--- src/rtl/vram_arb_pkg.sv ---
// Shared types for the video-RAM arbiter: source tags, CPU read states, posted-write entries.
package vram_arb_pkg;

   localparam int unsigned VRAM_ADDR_W = 15;
   localparam int unsigned VRAM_DATA_W = 8;

   // Owner of a RAM read travelling down the tag pipeline
   typedef enum logic [1:0] {
      SRC_NONE = 2'd0,
      SRC_VID  = 2'd1,
      SRC_CPU  = 2'd2
   } src_t;

   // CPU read sequencing
   typedef enum logic [1:0] {
      C_IDLE  = 2'd0,
      C_DRAIN = 2'd1,
      C_ISSUE = 2'd2,
      C_WAIT  = 2'd3
   } cpu_st_t;

   // One posted CPU write
   typedef struct packed {
      logic [VRAM_ADDR_W-1:0] addr;
      logic [VRAM_DATA_W-1:0] data;
   } wr_entry_t;

endpackage

--- src/rtl/vram_arbiter_if.sv ---
// Bus bundle between video fetch / CPU decoder / screen BRAM and the arbiter.
interface vram_arbiter_if #(
   parameter int unsigned ADDR_W     = 15,
   parameter int unsigned FIFO_DEPTH = 4
);
   localparam int unsigned LVL_W = $clog2(FIFO_DEPTH) + 1;

   logic              vid_req;
   logic [ADDR_W-1:0] vid_addr;
   logic [7:0]        vid_data;
   logic              vid_valid;

   logic              cpu_wr_req;
   logic              cpu_rd_req;
   logic [ADDR_W-1:0] cpu_addr;
   logic [7:0]        cpu_din;
   logic              cpu_wr_ack;
   logic              cpu_busy;
   logic [7:0]        cpu_rd_data;
   logic              cpu_rd_valid;
   logic [LVL_W-1:0]  fifo_level;

   logic [ADDR_W-1:0] ram_addr;
   logic              ram_we;
   logic [7:0]        ram_din;
   logic [7:0]        ram_dout;

   // Requesters and the BRAM side
   modport master (
      output vid_req, vid_addr, cpu_wr_req, cpu_rd_req, cpu_addr, cpu_din, ram_dout,
      input  vid_data, vid_valid, cpu_wr_ack, cpu_busy, cpu_rd_data, cpu_rd_valid,
             fifo_level, ram_addr, ram_we, ram_din
   );

   // Arbiter side
   modport slave (
      input  vid_req, vid_addr, cpu_wr_req, cpu_rd_req, cpu_addr, cpu_din, ram_dout,
      output vid_data, vid_valid, cpu_wr_ack, cpu_busy, cpu_rd_data, cpu_rd_valid,
             fifo_level, ram_addr, ram_we, ram_din
   );

endinterface

--- src/rtl/vram_wr_fifo.sv ---
// Synchronous posted-write FIFO; pointers carry one extra wrap bit for full/empty.
module vram_wr_fifo
   import vram_arb_pkg::*;
#(
   parameter int unsigned DEPTH   = 4,
   parameter type         entry_t = wr_entry_t
) (
   input  logic                       clk_sys,
   input  logic                       nRESET,
   input  logic                       push,
   input  entry_t                     din,
   input  logic                       pop,
   output entry_t                     dout_c,
   output logic                       full_c,
   output logic                       empty_c,
   output logic [$clog2(DEPTH):0]     level
);
   localparam int unsigned PTR_W = $clog2(DEPTH);
   localparam int unsigned PW    = PTR_W + 1;

   logic [PTR_W:0] wr_ptr;
   logic [PTR_W:0] rd_ptr;
   entry_t         mem [DEPTH];
   logic           do_push;
   logic           do_pop;

   assign empty_c = (wr_ptr == rd_ptr);
   assign full_c  = (wr_ptr == {~rd_ptr[PTR_W], rd_ptr[PTR_W-1:0]});
   assign dout_c  = mem[rd_ptr[PTR_W-1:0]];
   // A push into a full FIFO is legal only when the head leaves in the same cycle
   assign do_push = push & (~full_c | pop);
   assign do_pop  = pop & ~empty_c;

   // Pointer and occupancy bookkeeping
   always_ff @(posedge clk_sys or negedge nRESET) begin
      if (!nRESET) begin
         wr_ptr <= '0;
         rd_ptr <= '0;
         level  <= '0;
      end else begin
         if (do_push) wr_ptr <= wr_ptr + PW'(1);
         if (do_pop)  rd_ptr <= rd_ptr + PW'(1);
         case ({do_push, do_pop})
            2'b10:   level <= level + PW'(1);
            2'b01:   level <= level - PW'(1);
            default: level <= level;
         endcase
      end
   end

   // Entry storage; stale slots are masked by the pointers, so no reset
   always_ff @(posedge clk_sys) begin
      if (do_push) mem[wr_ptr[PTR_W-1:0]] <= din;
   end

endmodule

--- src/rtl/vram_arbiter.sv ---
// Single-port VRAM arbiter: video has absolute priority, CPU writes are posted,
// CPU reads wait for the posted writes to drain so they observe them.
module vram_arbiter
   import vram_arb_pkg::*;
#(
   parameter int unsigned ADDR_W     = VRAM_ADDR_W,
   parameter int unsigned FIFO_DEPTH = 4,
   parameter int unsigned RAM_LAT    = 1
) (
   input  logic          clk_sys,
   input  logic          nRESET,
   vram_arbiter_if.slave bus
);
   localparam int unsigned TAG_LAST = RAM_LAT;

   cpu_st_t           state;
   cpu_st_t           state_nx;
   logic [ADDR_W-1:0] rd_addr_q;
   logic [ADDR_W-1:0] rd_addr_nx;
   logic              busy_q;

   logic              push_c;
   logic              pop_c;
   logic              full_c;
   logic              empty_c;
   wr_entry_t         wr_in_c;
   wr_entry_t         head_c;

   logic              op_load_c;
   logic              op_we_c;
   src_t              op_src_c;
   logic [ADDR_W-1:0] op_addr_c;
   logic [7:0]        op_din_c;

   src_t              tag_q [RAM_LAT+1];
   logic [ADDR_W-1:0] ram_addr_q;
   logic              ram_we_q;
   logic [7:0]        ram_din_q;
   logic [7:0]        vid_data_q;
   logic              vid_valid_q;
   logic [7:0]        rd_data_q;
   logic              rd_valid_q;

   assign wr_in_c = '{addr: VRAM_ADDR_W'(bus.cpu_addr), data: bus.cpu_din};

   vram_wr_fifo #(
      .DEPTH   (FIFO_DEPTH),
      .entry_t (wr_entry_t)
   ) u_wr_fifo (
      .clk_sys (clk_sys),
      .nRESET  (nRESET),
      .push    (push_c),
      .din     (wr_in_c),
      .pop     (pop_c),
      .dout_c  (head_c),
      .full_c  (full_c),
      .empty_c (empty_c),
      .level   (bus.fifo_level)
   );

   assign bus.cpu_wr_ack   = push_c;
   assign bus.cpu_busy     = busy_q;
   assign bus.ram_addr     = ram_addr_q;
   assign bus.ram_we       = ram_we_q;
   assign bus.ram_din      = ram_din_q;
   assign bus.vid_data     = vid_data_q;
   assign bus.vid_valid    = vid_valid_q;
   assign bus.cpu_rd_data  = rd_data_q;
   assign bus.cpu_rd_valid = rd_valid_q;

   // CPU read state and latched read address
   always_ff @(posedge clk_sys or negedge nRESET) begin
      if (!nRESET) begin
         state     <= C_IDLE;
         rd_addr_q <= '0;
         busy_q    <= 1'b0;
      end else begin
         state     <= state_nx;
         rd_addr_q <= rd_addr_nx;
         busy_q    <= (state_nx != C_IDLE);
      end
   end

   // Priority mux (video > drain > CPU read), write acceptance and read sequencing
   always_comb begin
      state_nx   = state;
      rd_addr_nx = rd_addr_q;
      pop_c      = 1'b0;
      op_load_c  = 1'b0;
      op_we_c    = 1'b0;
      op_src_c   = SRC_NONE;
      op_addr_c  = ram_addr_q;
      op_din_c   = ram_din_q;

      if (bus.vid_req) begin
         op_load_c = 1'b1;
         op_src_c  = SRC_VID;
         op_addr_c = bus.vid_addr;
      end else if (!empty_c) begin
         pop_c     = 1'b1;
         op_load_c = 1'b1;
         op_we_c   = 1'b1;
         op_addr_c = ADDR_W'(head_c.addr);
         op_din_c  = head_c.data;
      end else if (state == C_ISSUE) begin
         op_load_c = 1'b1;
         op_src_c  = SRC_CPU;
         op_addr_c = rd_addr_q;
      end

      push_c = bus.cpu_wr_req & ~busy_q & (~full_c | pop_c);

      case (state)
         C_IDLE: begin
            if (bus.cpu_rd_req) begin
               state_nx   = C_DRAIN;
               rd_addr_nx = bus.cpu_addr;
            end
         end
         C_DRAIN: if (empty_c)                   state_nx = C_ISSUE;
         C_ISSUE: if (!bus.vid_req)              state_nx = C_WAIT;
         C_WAIT:  if (tag_q[TAG_LAST] == SRC_CPU) state_nx = C_IDLE;
         default:                                state_nx = C_IDLE;
      endcase
   end

   // Registered RAM port, tag pipeline and returned-data routing
   always_ff @(posedge clk_sys or negedge nRESET) begin
      if (!nRESET) begin
         ram_addr_q  <= '0;
         ram_we_q    <= 1'b0;
         ram_din_q   <= '0;
         vid_data_q  <= '0;
         vid_valid_q <= 1'b0;
         rd_data_q   <= '0;
         rd_valid_q  <= 1'b0;
         for (int unsigned i = 0; i <= RAM_LAT; i++) tag_q[i] <= SRC_NONE;
      end else begin
         ram_we_q <= op_we_c;
         if (op_load_c) ram_addr_q <= op_addr_c;
         if (op_we_c)   ram_din_q  <= op_din_c;

         tag_q[0] <= op_src_c;
         for (int unsigned i = 1; i <= RAM_LAT; i++) tag_q[i] <= tag_q[i-1];

         vid_valid_q <= (tag_q[TAG_LAST] == SRC_VID);
         rd_valid_q  <= (tag_q[TAG_LAST] == SRC_CPU);
         if (tag_q[TAG_LAST] == SRC_VID) vid_data_q <= bus.ram_dout;
         if (tag_q[TAG_LAST] == SRC_CPU) rd_data_q  <= bus.ram_dout;
      end
   end

endmodule

--- src/flat_wrapper.sv ---
// flat-port wrapper written by rule: the top's interface ports become plain ports
module vram_arbiter_flat import vram_arb_pkg::*;
#(
   parameter int unsigned ADDR_W     = VRAM_ADDR_W,
   parameter int unsigned FIFO_DEPTH = 4,
   parameter int unsigned RAM_LAT    = 1
)
  (clk_sys, nRESET, bus_vid_req, bus_vid_addr, bus_cpu_wr_req, bus_cpu_rd_req, bus_cpu_addr, bus_cpu_din, bus_ram_dout, bus_vid_data, bus_vid_valid, bus_cpu_wr_ack, bus_cpu_busy, bus_cpu_rd_data, bus_cpu_rd_valid, bus_fifo_level, bus_ram_addr, bus_ram_we, bus_ram_din);
  vram_arbiter_if #(.ADDR_W(ADDR_W), .FIFO_DEPTH(FIFO_DEPTH)) bus_i ();
  input  logic clk_sys;
  input  logic nRESET;
  input wire logic [$bits(bus_i.vid_req)-1:0] bus_vid_req;
  input wire logic [$bits(bus_i.vid_addr)-1:0] bus_vid_addr;
  input wire logic [$bits(bus_i.cpu_wr_req)-1:0] bus_cpu_wr_req;
  input wire logic [$bits(bus_i.cpu_rd_req)-1:0] bus_cpu_rd_req;
  input wire logic [$bits(bus_i.cpu_addr)-1:0] bus_cpu_addr;
  input wire logic [$bits(bus_i.cpu_din)-1:0] bus_cpu_din;
  input wire logic [$bits(bus_i.ram_dout)-1:0] bus_ram_dout;
  output wire logic [$bits(bus_i.vid_data)-1:0] bus_vid_data;
  output wire logic [$bits(bus_i.vid_valid)-1:0] bus_vid_valid;
  output wire logic [$bits(bus_i.cpu_wr_ack)-1:0] bus_cpu_wr_ack;
  output wire logic [$bits(bus_i.cpu_busy)-1:0] bus_cpu_busy;
  output wire logic [$bits(bus_i.cpu_rd_data)-1:0] bus_cpu_rd_data;
  output wire logic [$bits(bus_i.cpu_rd_valid)-1:0] bus_cpu_rd_valid;
  output wire logic [$bits(bus_i.fifo_level)-1:0] bus_fifo_level;
  output wire logic [$bits(bus_i.ram_addr)-1:0] bus_ram_addr;
  output wire logic [$bits(bus_i.ram_we)-1:0] bus_ram_we;
  output wire logic [$bits(bus_i.ram_din)-1:0] bus_ram_din;
  assign bus_i.vid_req = bus_vid_req;
  assign bus_i.vid_addr = bus_vid_addr;
  assign bus_i.cpu_wr_req = bus_cpu_wr_req;
  assign bus_i.cpu_rd_req = bus_cpu_rd_req;
  assign bus_i.cpu_addr = bus_cpu_addr;
  assign bus_i.cpu_din = bus_cpu_din;
  assign bus_i.ram_dout = bus_ram_dout;
  assign bus_vid_data = bus_i.vid_data;
  assign bus_vid_valid = bus_i.vid_valid;
  assign bus_cpu_wr_ack = bus_i.cpu_wr_ack;
  assign bus_cpu_busy = bus_i.cpu_busy;
  assign bus_cpu_rd_data = bus_i.cpu_rd_data;
  assign bus_cpu_rd_valid = bus_i.cpu_rd_valid;
  assign bus_fifo_level = bus_i.fifo_level;
  assign bus_ram_addr = bus_i.ram_addr;
  assign bus_ram_we = bus_i.ram_we;
  assign bus_ram_din = bus_i.ram_din;
  vram_arbiter #(.ADDR_W(ADDR_W), .FIFO_DEPTH(FIFO_DEPTH), .RAM_LAT(RAM_LAT)) u_core (.clk_sys(clk_sys), .nRESET(nRESET), .bus(bus_i));
endmodule
--- config.mk ---
export PLATFORM = sky130hd
export DESIGN_NAME = vram_arbiter_flat
export DESIGN_NICKNAME = d
export VERILOG_FILES = /design/src/rtl/vram_arb_pkg.sv /design/src/rtl/vram_arbiter_if.sv /design/src/rtl/vram_wr_fifo.sv /design/src/rtl/vram_arbiter.sv /design/src/flat_wrapper.sv
export SDC_FILE = /design/constraint.sdc
export NUM_CORES = 1
export LEC_CHECK = 0
export ABC_AREA = 1
export BUFFER_PORTS_ARGS = -buffer_cell sky130_fd_sc_hd__buf_2
export CAP_MARGIN = 25
export CORE_AREA = 2 2 101 122
export CTS_CLUSTER_DIAMETER = 50
export DETAILED_ROUTE_END_ITERATION = 12
export DIE_AREA = 0 0 103 124
export PLACE_DENSITY = 0.82
export SKIP_CTS_REPAIR_TIMING = 1
export SYNTH_ARGS = -nofsm -noshare
export SYNTH_HDL_FRONTEND = slang
export SYNTH_HIERARCHICAL = 1
export SYNTH_SLANG_ARGS = --single-unit
--- constraint.sdc ---
create_clock -name clk_sys -period 4.5 [get_ports clk_sys]
set_input_delay 0.45 -clock clk_sys [delete_from_list [all_inputs] [get_ports clk_sys]]
set_output_delay 0.45 -clock clk_sys [all_outputs]
set_load 0.01 [all_outputs]
======== Yosys cells after proc, flatten, opt, wreduce, memory -nomap -nowiden ========
Memory sizes are Yosys's and may differ from the RTL's.
Cells that the tools add are included.
operators by class
  div/mod/pow operators ................... 0
  multipliers ............................. 0
  add/subtract/negate cells ............... 4
  eq/ne operators ......................... 10
  reduce and logical (&&, ||, !) cells .... 6
  order comparisons ....................... 0
  shift operators ......................... 0
  bitwise logic cells ..................... 10
  mux-type cells .......................... 19
operator list
  operator               count
  $mux W15               3
  $mux W2                7
  $add A3 B1 Y3 const B  3
  $eq A2 B2 Y1 const B   4
  $pmux W2 S4            1
  $mux W1                7
  $eq A2 B1 Y1 const B   3
  $eq A3 B3 Y1           2
  $pmux W3 S2            1
  $not A1 Y1             5
  $and A1 B1 Y1          4
  $reduce_and A2 Y1      2
  $reduce_bool A2 Y1     2
  $ne A3 B3 Y1 const B   1
  $reduce_and A3 Y1      1
  $sub A3 B1 Y3 const B  1
  $logic_not A2 Y1       1
  $or A1 B1 Y1           1
storage, ports and cells
  logic and storage cells ................. 65
  memories kept ........................... 1
  bits in latches ......................... 0
  output and inout port bits .............. 47
  memory bits (writable) .................. 92
  bits in read-only memories .............. 0
  register bits after elaboration ......... 73
memories
  memory                words  bits a word  read ports  clocked after Yosys merged registers in  wr ports  RTL line            source
  u_core.u_wr_fifo.mem  4      23           1           0                                        1         vram_wr_fifo.sv:23  entry_t mem [DEPTH];

======== Depth between registers and ports, before layout ========
Gate-level depths: netlist (run 1).
  word-level depth ........................ 8
  depth in mapped cells ................... 18
  mapped depth without buffers ............ 16

======== Cells and area by module ========
The synthesis (run 1) kept the hierarchy.
by module, submodules not included
  module        area an instance (µm²)  seq. area each (µm²)  cells each  instances
  vram_wr_fifo  4018.9                  2987.9                299         1
  vram_arbiter  2795.2                  1601.5                329         1

======== Worst setup path after synthesis (run 1) ========
OpenSTA, ideal clock, no wires.
  kind .................................... reg-to-reg
  start point ............................. register u_core.u_wr_fifo.rd_ptr[1]
  end point ............................... memory u_core/u_wr_fifo/mem[2][0] (netlist bit), enable pin
  setup slack ............................. 1275 ps
  period minus slack after synthesis ...... 3225 ps
  library setup time ...................... 403 ps
  data arrival time ....................... 2823 ps
  cell stages (with the launch flop) ...... 12
  cell sequence ........................... dfrtp_1 buf_6 xnor2_4 nand3_2 inv_1 buf_6 nor2_8 buf_4 o21ai_0 nor2_1 nand2_4 nor2_1
on the way
  word-level cells in the longest chain between the ends .. 8
RTL lines
  what                           RTL line                                 source
  from (decl)                    vram_wr_fifo.sv:22                       logic [PTR_W:0] rd_ptr;
  from (signal assigned)         vram_wr_fifo.sv:42                       if (do_pop) rd_ptr <= rd_ptr + PW'(1);
  $eq A3 B3 Y1                   vram_wr_fifo.sv:27                       assign empty_c = (wr_ptr == rd_ptr);
  via u_core.empty_c             vram_arbiter.sv:25                       logic empty_c;
  $mux W1 (2 in a row)           --
  via u_core.op_we_c             vram_arbiter.sv:30                       logic op_we_c;
  $or A1 B1 Y1                   vram_wr_fifo.sv:31, vram_arbiter.sv:111
  $and A1 B1 Y1                  vram_arbiter.sv:111                      push_c = bus.cpu_wr_req & ~busy_q & (~full_c | pop_c);
  via bus_cpu_wr_ack             flat_wrapper.sv:21                       output wire logic [$bits(bus_i.cpu_wr_ack)-1:0] bus_cpu_wr_ack;
  $and A1 B1 Y1                  vram_wr_fifo.sv:31                       assign do_push = push & (~full_c | pop);
  $mux W1                        vram_wr_fifo.sv:53                       if (do_push) mem[wr_ptr[PTR_W-1:0]] <= din;
  $mux W1 (implied by the code)  vram_wr_fifo.sv:53
  to (decl)                      vram_wr_fifo.sv:23
The timed path passes the listed nets, and every way through them passes these cells.

======== Worst setup path in the final report (run 1) ========
  start point ............................. register u_core.u_wr_fifo.rd_ptr[0]
  end point ............................... memory u_core/u_wr_fifo/mem[3][22] (netlist bit), enable pin
on the way
  word-level cells in the longest chain between the ends .. 8
RTL lines
  what                               RTL line                                 source
  $eq A3 B3 Y1 (*)                   vram_wr_fifo.sv:27
  via u_core.empty_c                 vram_arbiter.sv:25
  $mux W1 (*)                        vram_arbiter.sv:99                       end else if (!empty_c) begin
  $mux W1 (*)                        vram_arbiter.sv:95                       if (bus.vid_req) begin
  $or A1 B1 Y1 (*)                   vram_wr_fifo.sv:31, vram_arbiter.sv:111
  $and A1 B1 Y1                      vram_arbiter.sv:111
  $and A1 B1 Y1 (*)                  vram_wr_fifo.sv:31
  $mux W1 (*)                        vram_wr_fifo.sv:53
  $mux W1 (implied by the code) (*)  vram_wr_fifo.sv:53
The timed path passes the listed nets; every way through them passes the cells marked *.

==> impl_results.md, run 1 <==
* Sum of negative setup slack at 0 ns
* Slew at the pin closest to its max-slew limit at roughly 0.7 ns
* Post-Route WL at around 15 mm
* Number of H-tree levels at 4
* Arrival time at the worst endpoint at 3.56 ns
* CTS Buffer Depth at 2
* Required time of the worst setup path at 4.63 ns
* Drt first pass iters at 5
* Routed wirelength normalized by instance count at about 17 µm
* Width of the die at 103 µm
* GR Overflow Total at 0
* Antenna fix cells at 0
* Weighted congestion at the end of routability-driven global placement at around 0.79
* Clock skew at around 0.0088 ns
* WS Path Type: reg -> reg
* Global-route wire length before repair at 24.1 mm
* Type of destination of the critical path: flip-flop
* Largest net degree at the start of global routing at 74
* Ys Warns at 6
* Growth of design area from synthesis to finish at 18.4%
* Post-Synthesis Cell Area at 6810 µm²
* Number of violations reported at the end of detailed-routing iteration 0 at 490
* Top-Level Pins at a little under 100
* TritonCTS clock tree: yes
* Clock tree root buffer cell: clkbuf_16
* Seq cells post-synth at approximately 170
* Hold violation total from the final report at 0
* Share of cells above drive strength 1 at around a fifth
* Routed vias/inst at between 5 and 6
* Portion of the clock cycle consumed by the worst path in the final layout at between 70% and 80%
* Clock period minus final worst setup slack at between 3 and 4 ns
* Power per unit of standard cell area at approximately 700 nW/µm²
* Sink Count at 165
* DRC violations left at 0
* Number of CTS-inserted buffers at 17
* Number of standard cells after synthesis at ~630
* Max-slew violation count at 0
* Final hold slack at roughly 0.24 ns
* Clock latency on the worst-skew pair at between 0.4 and 0.5 ns
* Async set-or-reset flop fraction in the synthesized netlist at 44.2%
* Post-synthesis average cell area at 10.9 µm²
* Leading cell types by total area after synthesis: edfxtp_1, dfrtp_1, nand2_1, o21ai_0, nand3_1
* Leading area contributor after synthesis: edfxtp_1
* Count of maximum capacitance violations at 0
* Core outline area at around 12,000 µm²
* Initial core utilization at roughly three fifths
* Input/output buffers at 97
* Source of the worst register-to-register timing path: u_core/u_wr_fifo/rd_ptr[0]
* Sequential share of the synthesized area at roughly two thirds
* CP Launch Point: u_core/u_wr_fifo/rd_ptr[0]
* Antenna violations before repair at 0
* Worst hold-check path type: in -> reg
* Result of the run: finished, final reports clean
* Leakage power summed over all cells at 0.00361 µW
* Fmax at 292 MHz
* Area of the die at ~13,000 µm²
* Antenna-violating nets left at 0
* Final nets at 780
* Setup violations, final at 0
* Synth cell count leaders: nand2_1, edfxtp_1, dfrtp_1, o21ai_0, nor2_1
* CP Launch Type: flip-flop
* Post-detail-place hpwl at about 9.5 mm
* Vertical die dimension at approximately 120 µm
* Max IR drop VDD at 0.327 mV
* Post-synth top flop: edfxtp_1
* Clock slew seen by the registers of the worst setup and hold paths at 0.06 ns
* Vias at roughly 5k
* Most numerous cell in the Yosys netlist: nand2_1
* Relative slew slack at 53.7%
* Maximum net fanout on the critical path at 30
* Yosys top cell area share at between 40% and 50%
* Num rows at 43
* Library cells used by synthesis at 28
* Via count of the first global-routing pass at just under 5k
* Total routing usage reported by global routing at 25.4%
* Number of enable flip-flop cells after synthesis at 92
* Post-synthesis net count at between 600 and 700
* Source of the worst hold timing path: bus_cpu_din[7]
* RSZ-0062 raised after global routing: false
[layout by cell type (no fill, tap or decap)]
| cell | count |
|---|---|
| nand2_1 | 165 |
| buf_2 | 96 |
| edfxtp_1 | 92 |
| dfrtp_1 | 73 |
| o21ai_0 | 68 |
| nor2_1 | 55 |
| nand3_1 | 51 |
| inv_1 | 32 |
| o22ai_1 | 23 |
| clkbuf_16 | 22 |
| buf_4 | 8 |
| o21ai_1 | 6 |
| ha_1 | 6 |
| clkinv_2 | 3 |
| inv_2 | 3 |
| nand2_2 | 3 |
| nor2_2 | 3 |
| clkinv_4 | 2 |
| nor2_8 | 2 |
| inv_4 | 2 |
| nand2_4 | 2 |
| buf_16 | 2 |
| xnor2_1 | 2 |
| bufinv_16 | 1 |
| clkinv_1 | 1 |
| clkbuf_1 | 1 |
| inv_6 | 1 |
| clkinvlp_4 | 1 |
| dlygate4sd3_1 | 1 |
| nor3_1 | 1 |
| nor2_4 | 1 |
| xnor2_4 | 1 |
| nand3_2 | 1 |
| nand4_4 | 1 |
| a21oi_1 | 1 |
| xor2_1 | 1 |
| fa_1 | 1 |
[metal layers]
layer  vias to the layer above  track usage (%)  wire length (µm)
met5                         -                0                 0
met3                        39             6.51              1060
li1                       2308                -                 -
met1                      2481             31.1              6020
met2                       228             42.5              7930
met4                         0             11.0               381
[final cells by class]
cell class                 instances  area, µm²
sequential                       165       4590
fill                             818       3440
multi-input combinational        394       1900
timing repair buffer             107        606
clock buffer                      23        554
tap                              157        196
inverter                          37        144
clock inverter                     9       82.6
[kinds of logic after synthesis]
kind of cell / count (synthesis) / synth area share [%]
compound gates: 98 / 7.62
xor+xnor: 4 / 0.790
fa+ha+maj: 7 / 1.40
buf+inv: 69 / 4.92
flops: 165 / 67.4
simple gates: 285 / 17.9
[critical path, cell delays in order (launching register included)]
cell     delay [ns]
dfrtp_1        0.76
inv_2          0.08
nand2_1        0.09
nand2_1        0.14
nand3_2        0.17
inv_1          0.12
nor2_8         0.37
o21ai_0        0.13
nor2_1         0.37
nand2_1        0.13
inv_1          0.10
nand2_1        0.08
inv_1          0.37
buf_16         0.22
[path summary, 6_finish.rpt]
path	endpoint	slack [ns]	depth (start not counted)
worst max-delay path	u_core/u_wr_fifo/mem[3][22]	1.07	13
worst min-delay path	u_core/u_wr_fifo/mem[3][7]	0.24	1
worst max register to register	u_core/u_wr_fifo/mem[3][22]	1.07	13
worst min register to register	u_core/tag_q[1]	0.35	0
max in group asynchronous	u_core/rd_addr_q[11]	3.53	3
min in group asynchronous	u_core/bus.ram_din[5]	0.40	2
[flip-flops by register name, indices dropped and copies added, names as in the netlist, 3 cells and up]
register / count
u_core/u_wr_fifo/mem: 92
u_core/bus.ram_addr: 15
u_core/rd_addr_q: 15
u_core/bus.cpu_rd_data: 8
u_core/bus.ram_din: 8
u_core/bus.vid_data: 8
u_core/tag_q: 4
u_core/u_wr_fifo/level: 3
u_core/u_wr_fifo/rd_ptr: 3
u_core/u_wr_fifo/wr_ptr: 3
[report_power, final]
| group | leakage [µW] | internal [µW] | switching, µW |
|---|---|---|---|
| logic | 0.00156 | 596 | 1210 |
| registers | 0.00173 | 1970 | 210 |
| clock network | 0.000313 | 926 | 581 |
| total | 0.00361 | 3490 | 2000 |
[metrics by stage]
step	setup slack, ns	cell area [µm²]	power [µW]	util [%]	std cells
after floorplan	1.27	6810	3430	-	628
after global placement	1.14	7370	3860	64.0	857
after detailed placement	0.813	7370	3960	64.0	857
after CTS	0.809	8000	5480	69.5	889
after global routing	0.689	8070	5810	70.1	892
final	1.07	8070	5490	70.1	892
Power figures use the tool's default switching activity.
==> run 2, diff against run 1 <==
--- a/config.mk
+++ b/config.mk
@@ -8,11 +8,11 @@
 export ABC_AREA = 1
 export BUFFER_PORTS_ARGS = -buffer_cell sky130_fd_sc_hd__buf_2
 export CAP_MARGIN = 25
-export CORE_AREA = 2 2 101 122
+export CORE_AREA = 2 2 103 125
 export CTS_CLUSTER_DIAMETER = 50
 export DETAILED_ROUTE_END_ITERATION = 12
-export DIE_AREA = 0 0 103 124
-export PLACE_DENSITY = 0.82
+export DIE_AREA = 0 0 105 127
+export PLACE_DENSITY = 0.79
 export SKIP_CTS_REPAIR_TIMING = 1
 export SYNTH_ARGS = -nofsm -noshare
 export SYNTH_HDL_FRONTEND = slang
==> constraint.sdc (replaced) <==
create_clock -name clk_sys -period 3.2 [get_ports clk_sys]
set_input_delay 0.32 -clock clk_sys [delete_from_list [all_inputs] [get_ports clk_sys]]
set_output_delay 0.32 -clock clk_sys [all_outputs]
set_load 0.01 [all_outputs]
==> run 2 against run 1 <==
Effect of this change:
- clock-buffer cell count fell by 6
- core utilization down 3.2 points
- clock power grew 31%
- design area is 0.53% lower
- routed wire length is 3.3% lower
- combinational power rose by 40%
- power rose by 37%
- setup slack lost 0.73 ns
- largest power group unchanged
- highest routed layer unchanged
==> impl_results.md, run 2 (synthesis results as in run 1) <==
* Final nets at 783 (+0.38%)
* Portion of the clock cycle consumed by the worst path in the final layout at 89.4% (+13 points)
* Total routing usage reported by global routing at 23.2% (-2.2 points)
* GR Overflow Total at 0 (unchanged)
* Number of CTS-inserted buffers at 17 (unchanged)
* TritonCTS clock tree: yes
* Most frequent cells in the layout: nand2_1, buf_2, edfxtp_1, dfrtp_1, o21ai_0
* Drt first pass iters at 5 (unchanged)
* Num rows at 44 (+2.3%)
* Antenna violations before repair at 0 (unchanged)
* Clock latency on the worst-skew pair at 0.42 ns (about the same)
* Maximum net fanout on the critical path at 17 (-43%)
* Area of the die at 13,300 µm² (+4.4%)
* Weighted congestion at the end of routability-driven global placement at 0.850 (+8.0%)
* Result of the run: finished, final reports clean
* Max IR drop VDD at 0.525 mV (+61%)
* Number of H-tree levels at 4 (unchanged)
* RSZ-0062 raised after global routing: false
* Clock skew at 0.00670 ns (-0.00215 ns)
* WS Path Type: reg -> reg
* Post-Route WL at 14.9 mm (-3.3%)
* Type of destination of the critical path: flip-flop
* Input/output buffers at 97 (unchanged)
* Sink Count at 165 (unchanged)
* Slew at the pin closest to its max-slew limit at 0.560 ns (-0.134 ns)
* Power per unit of standard cell area at 938 nW/µm² (+38%)
* Clock tree root buffer cell: clkbuf_16
* Post-detail-place hpwl at 9.42 mm (-0.61%)
* Antenna-violating nets left at 0 (unchanged)
* CP Launch Type: flip-flop
* Worst Setup Slack post-DPL at 0.331 ns (-0.482 ns)
* Final setup slack of the worst path at 0.339 ns (-0.732 ns)
* Leakage power summed over all cells at 0.00359 µW (-0.51%)
* Routed wirelength normalized by instance count at 16.6 µm (-4.0%)
* Width of the die at 105 µm (+1.9%)
* Global-route wire length before repair at 23.9 mm (-1.2%)
* Relative slew slack at 62.6% (+8.9 points)
* Largest net degree at the start of global routing at 74 (unchanged)
* Clock period minus final worst setup slack at 2.86 ns (-0.568 ns)
* DRC violations left at 0 (unchanged)
* Via count of the first global-routing pass at 4,965 (+1.2%)
* Routed vias/inst at 5.44 (-4.0%)
* Growth of design area from synthesis to finish at 17.8%
* Vias at 4,892 (-3.2%)
* Required time of the worst setup path at 3.54 ns (-1.09 ns)
* Number of violations reported at the end of detailed-routing iteration 0 at 453 (-7.6%)
* Arrival time at the worst endpoint at 3.21 ns (-0.35 ns)
* CTS Buffer Depth at 2 (unchanged)
* Setup violations, final at 0 (unchanged)
* Count of maximum capacitance violations at 0 (unchanged)
* Initial core utilization at 56.8% (-2.4 points)
* Flip-flop count of the largest register after layout at 92 (unchanged)
* Max-slew violation count at 0 (unchanged)
* Share of cells above drive strength 1 at 21.7% (+0.59 points)
* Vertical die dimension at 127 µm (+2.4%)
* Number of filler cells placed in the layout at 912 (+11%)
* Top-Level Pins at 98 (unchanged)
* Fmax at 349 MHz (+20%)
* Sum of negative setup slack at 0 ns (unchanged)
* Worst hold-check path type: in -> reg
* Clock slew seen by the registers of the worst setup and hold paths at 0.07 ns (about the same)
* Antenna fix cells at 0 (unchanged)
* Hold violation total from the final report at 0 (unchanged)
* Most common cell after layout, fill and taps aside: nand2_1
* Core outline area at 12,000 µm² (+4.2%)
==> run 2: cell count changes in the layout (fill, tap and decap cells not counted), sizes merged <==
cell | before | now
buf | 106 | 109
clkinvlp | 1 | 2
inv | 38 | 46
clkinv | 6 | 3
clkbuf | 23 | 17
==> run 2: power breakdown <==
part           internal (µW)  total, µW  switching (µW)
Combinational            850       2520            1670
Clock                   1110       1980             873
Sequential              2770       3030             262
==> run 2: worst paths after layout <==
kind | start | end | slack [ns] | cells past startpoint
max in group asynchronous | nRESET | u_core/bus.ram_addr[9] | 2.37 | 3
setup reg to reg | u_core/u_wr_fifo/wr_ptr[0] | u_core/u_wr_fifo/level[1] | 0.34 | 13
hold / removal | bus_cpu_din[7] | u_core/u_wr_fifo/mem[0][7] | 0.12 | 1
hold reg to reg | u_core/tag_q[3] | u_core/tag_q[1] | 0.35 | 0
min in group asynchronous | nRESET | u_core/bus.ram_din[1] | 0.27 | 2
setup / recovery | u_core/u_wr_fifo/wr_ptr[0] | u_core/u_wr_fifo/level[1] | 0.34 | 13
==> run 2: per-layer routing <==
layer  up-vias  routed length (µm)  track usage, %
met5         -                   0               0
met4         0                 412            10.3
met3        29                 870            4.74
met2       203                7660            40.0
met1      2353                5950            28.3
li1       2307                   -               -
==> run 2: cell type report <==
| type | instances | area [µm²] | share of cell area (%) |
|---|---|---|---|
| repair buffers | 110 | 608 | 7.58 |
| clock inverters | 15 | 161 | 2.01 |
| flip-flops and latches | 165 | 4590 | 57.2 |
| inverters | 37 | 144 | 1.79 |
| multi-input cells | 394 | 1900 | 23.6 |
| well taps | 161 | 201 | 2.51 |
| clock buffers | 17 | 425 | 5.30 |
==> run 2: critical path, cell delays in order (launching register included) <==
cell	delay (ns)
dfrtp_1	0.42
inv_1	0.13
nand2_1	0.08
nand2_1	0.13
nand3_2	0.16
inv_1	0.12
nor2_8	0.24
o21ai_0	0.12
nor2_1	0.36
nand2_4	0.14
ha_1	0.22
inv_1	0.09
fa_1	0.41
o21ai_0	0.16
==> run 2: metrics by stage <==
step	hold slack, ns	cells	util [%]	power, µW	cell area, µm²
floorplan	0.0244	628	-	4820	6810
detailed placement	0.336	865	61.7	5560	7400
finish	0.117	899	66.9	7530	8030
global route	0.104	899	66.9	8020	8030
CTS	0.0675	897	66.6	7570	7990
global placement	0.333	865	61.7	5460	7400
==> run 3, diff against run 2 <==
--- a/config.mk
+++ b/config.mk
@@ -8,11 +8,13 @@
 export ABC_AREA = 1
 export BUFFER_PORTS_ARGS = -buffer_cell sky130_fd_sc_hd__buf_2
 export CAP_MARGIN = 25
-export CORE_AREA = 2 2 103 125
+export CELL_PAD_IN_SITES_DETAIL_PLACEMENT = 1
+export CELL_PAD_IN_SITES_GLOBAL_PLACEMENT = 1
+export CORE_AREA = 2 2 162 101
 export CTS_CLUSTER_DIAMETER = 50
 export DETAILED_ROUTE_END_ITERATION = 12
-export DIE_AREA = 0 0 105 127
-export PLACE_DENSITY = 0.79
+export DIE_AREA = 0 0 164 103
+export PLACE_DENSITY_LB_ADDON = 0.1
 export SKIP_CTS_REPAIR_TIMING = 1
 export SYNTH_ARGS = -nofsm -noshare
 export SYNTH_HDL_FRONTEND = slang
==> run 3 against run 2 <==
Effect of this change:
- die area up 27%
- hold slack worse by 0.012 ns
- critical path type unchanged
- clock power increased by 5%
- clock-buffer cell count is the same
==> impl_results.md, run 3 (synthesis results as in run 1) <==
* Count of maximum capacitance violations at 0 (unchanged)
* Drt first pass iters at 4 (-1)
* Relative slew slack at 56.8% (-5.7 points)
* Fmax at 342 MHz (-2.1%)
* Width of the die at 164 µm (+56%)
* GR Overflow Total at 0 (unchanged)
* Antenna fix cells at 0 (unchanged)
* Most frequent cells in the layout: nand2_1, buf_2, edfxtp_1, dfrtp_1, o21ai_0
* Weighted congestion at the end of routability-driven global placement at 0.785 (-7.7%)
* Sum of negative setup slack at 0 ns (unchanged)
* Maximum net fanout on the critical path at 16 (-1)
* CTS Buffer Depth at 2 (unchanged)
* Number of CTS-inserted buffers at 17 (unchanged)
* Vias at 4,827 (-1.3%)
* WS Path Type: reg -> reg
* Hold violation total from the final report at 0 (unchanged)
* Arrival time at the worst endpoint at 3.23 ns (+0.02 ns)
* Total power at 7730 µW (+2.6%)
* Share of cells above drive strength 1 at 21.9% (+0.24 points)
* Met3 global-route usage at 4.55% (-0.20 points)
* Most common cell after layout, fill and taps aside: nand2_1
* Clock latency on the worst-skew pair at 0.43 ns (about the same)
* Top-Level Pins at 98 (unchanged)
* Core outline area at 15,600 µm² (+30%)
* Max IR drop VDD at 0.378 mV (-28%)
* Area of all placed cells without fillers at 8130 µm² (+1.3%)
* Met1 track demand over resource in global routing at 30.3% (+2.0 points)
* Power per unit of standard cell area at 950 nW/µm² (+1.3%)
* Number of filler cells placed in the layout at 1,719 (+88%)
* CP Launch Type: flip-flop
* Routed vias/inst at 5.09 (-6.4%)
* Post-Route WL at 17.2 mm (+16%)
* Clock period minus final worst setup slack at 2.92 ns (+0.0611 ns)
* Number of violations reported at the end of detailed-routing iteration 0 at 250 (-45%)
* Post-route insts no fill at 948 (+5.5%)
* Number of H-tree levels at 4 (unchanged)
* Portion of the clock cycle consumed by the worst path in the final layout at 91.3% (+1.9 points)
* Num rows at 36 (-18%)
* GR Util met2 at 34.4% (-5.6 points)
* Final nets at 784 (+0.13%)
* Post-detail-place hpwl at 11.4 mm (+21%)
* Antenna violations before repair at 0 (unchanged)
* Busiest layer in global routing: met2
* Required time of the worst setup path at 3.51 ns (-0.03 ns)
* Type of destination of the critical path: flip-flop
* Max-slew violation count at 0 (unchanged)
* Setup violations, final at 0 (unchanged)
* Flip-flop count of the largest register after layout at 92 (unchanged)
* TritonCTS clock tree: yes
* Worst Setup Slack post-DPL at 0.219 ns (-0.112 ns)
* Clock tree root buffer cell: clkbuf_16
* Result of the run: finished, final reports clean
* RSZ-0062 raised after global routing: false
* Via count of the first global-routing pass at 5,096 (+2.6%)
* Leakage power summed over all cells at 0.00359 µW (about the same)
* Largest net degree at the start of global routing at 74 (unchanged)
* Routed wirelength normalized by instance count at 18.2 µm (+9.7%)
* Clock skew at 0.00614 ns (-0.000562 ns)
* DRC violations left at 0 (unchanged)
* Total routing usage reported by global routing at 21.7% (-1.5 points)
* Clock slew seen by the registers of the worst setup and hold paths at 0.07 ns (about the same)
* Growth of design area from synthesis to finish at 19.3%
* Placed Area at 7490 µm² (+1.3%)
* Global-route wire length before repair at 27.2 mm (+14%)
* Initial core utilization at 43.6% (-13 points)
* Antenna-violating nets left at 0 (unchanged)
* Area of the die at 16,900 µm² (+27%)
* Input/output buffers at 97 (unchanged)
* Final setup slack of the worst path at 0.278 ns (-0.0611 ns)
* Worst hold-check path type: in -> reg
* Sink Count at 165 (unchanged)
* Vertical die dimension at 103 µm (-19%)
* Slew at the pin closest to its max-slew limit at 0.646 ns (+0.0857 ns)
* Cell Count Post-Placement at 914 (+5.7%)
## run 3: cell count changes in the layout (fill, tap and decap cells not counted), sizes merged
cell	previous run	this run
buf	109	110
clkinvlp	2	4
bufinv	1	2
inv	46	43
## run 3: cell type report
| type | count | area, µm² | area share, % |
|---|---|---|---|
| flip-flops and latches | 165 | 4590 | 56.5 |
| multi-input cells | 394 | 1900 | 23.4 |
| repair buffers | 111 | 641 | 7.88 |
| clock buffers | 17 | 425 | 5.23 |
| well taps | 209 | 262 | 3.22 |
| clock inverters | 15 | 169 | 2.08 |
| inverters | 37 | 144 | 1.77 |
## run 3: final timing paths
path | end | cells past startpoint | start | slack, ns
max | u_core/u_wr_fifo/level[2] | 15 | u_core/u_wr_fifo/wr_ptr[0] | 0.28
min | u_core/u_wr_fifo/mem[1][2] | 1 | bus_cpu_din[2] | 0.11
max reg2reg | u_core/u_wr_fifo/level[2] | 15 | u_core/u_wr_fifo/wr_ptr[0] | 0.28
min reg2reg | u_core/tag_q[1] | 0 | u_core/tag_q[3] | 0.36
max in group asynchronous | u_core/bus.ram_addr[0] | 3 | nRESET | 2.27
min in group asynchronous | u_core/bus.ram_din[1] | 2 | nRESET | 0.33
## run 3: power breakdown
| part | internal (µW) | total (µW) | switching (µW) |
|---|---|---|---|
| Sequential | 2770 | 3040 | 269 |
| Combinational | 861 | 2620 | 1760 |
| Clock | 1170 | 2070 | 902 |
## run 3: layer usage
layer	vias to the layer above	part of all wire, %
li1	2311	-
met1	2431	50
met2	69	46
met3	16	2.8
met4	0	1.4
met5	-	0
## run 3: through the flow
stage / util, % / hold slack [ns]
floorplan: - / 0.0244
global placement: 48.0 / 0.334
detailed placement: 48.0 / 0.346
CTS: 51.8 / 0.0886
global route: 52.0 / 0.107
finish: 52.0 / 0.105
## run 3: critical path, stage by stage, from the launching register on
cell     delay [ns]
dfrtp_1        0.43
inv_1          0.16
nand2_1        0.07
nand2_1        0.16
nand3_2        0.16
inv_1          0.20
nor2_8         0.10
o21ai_0        0.22
nor2_2         0.12
nand2_4        0.13
ha_1           0.16
inv_1          0.07
fa_1           0.40
a21oi_1        0.15
o21ai_0        0.12
xnor2_1        0.15
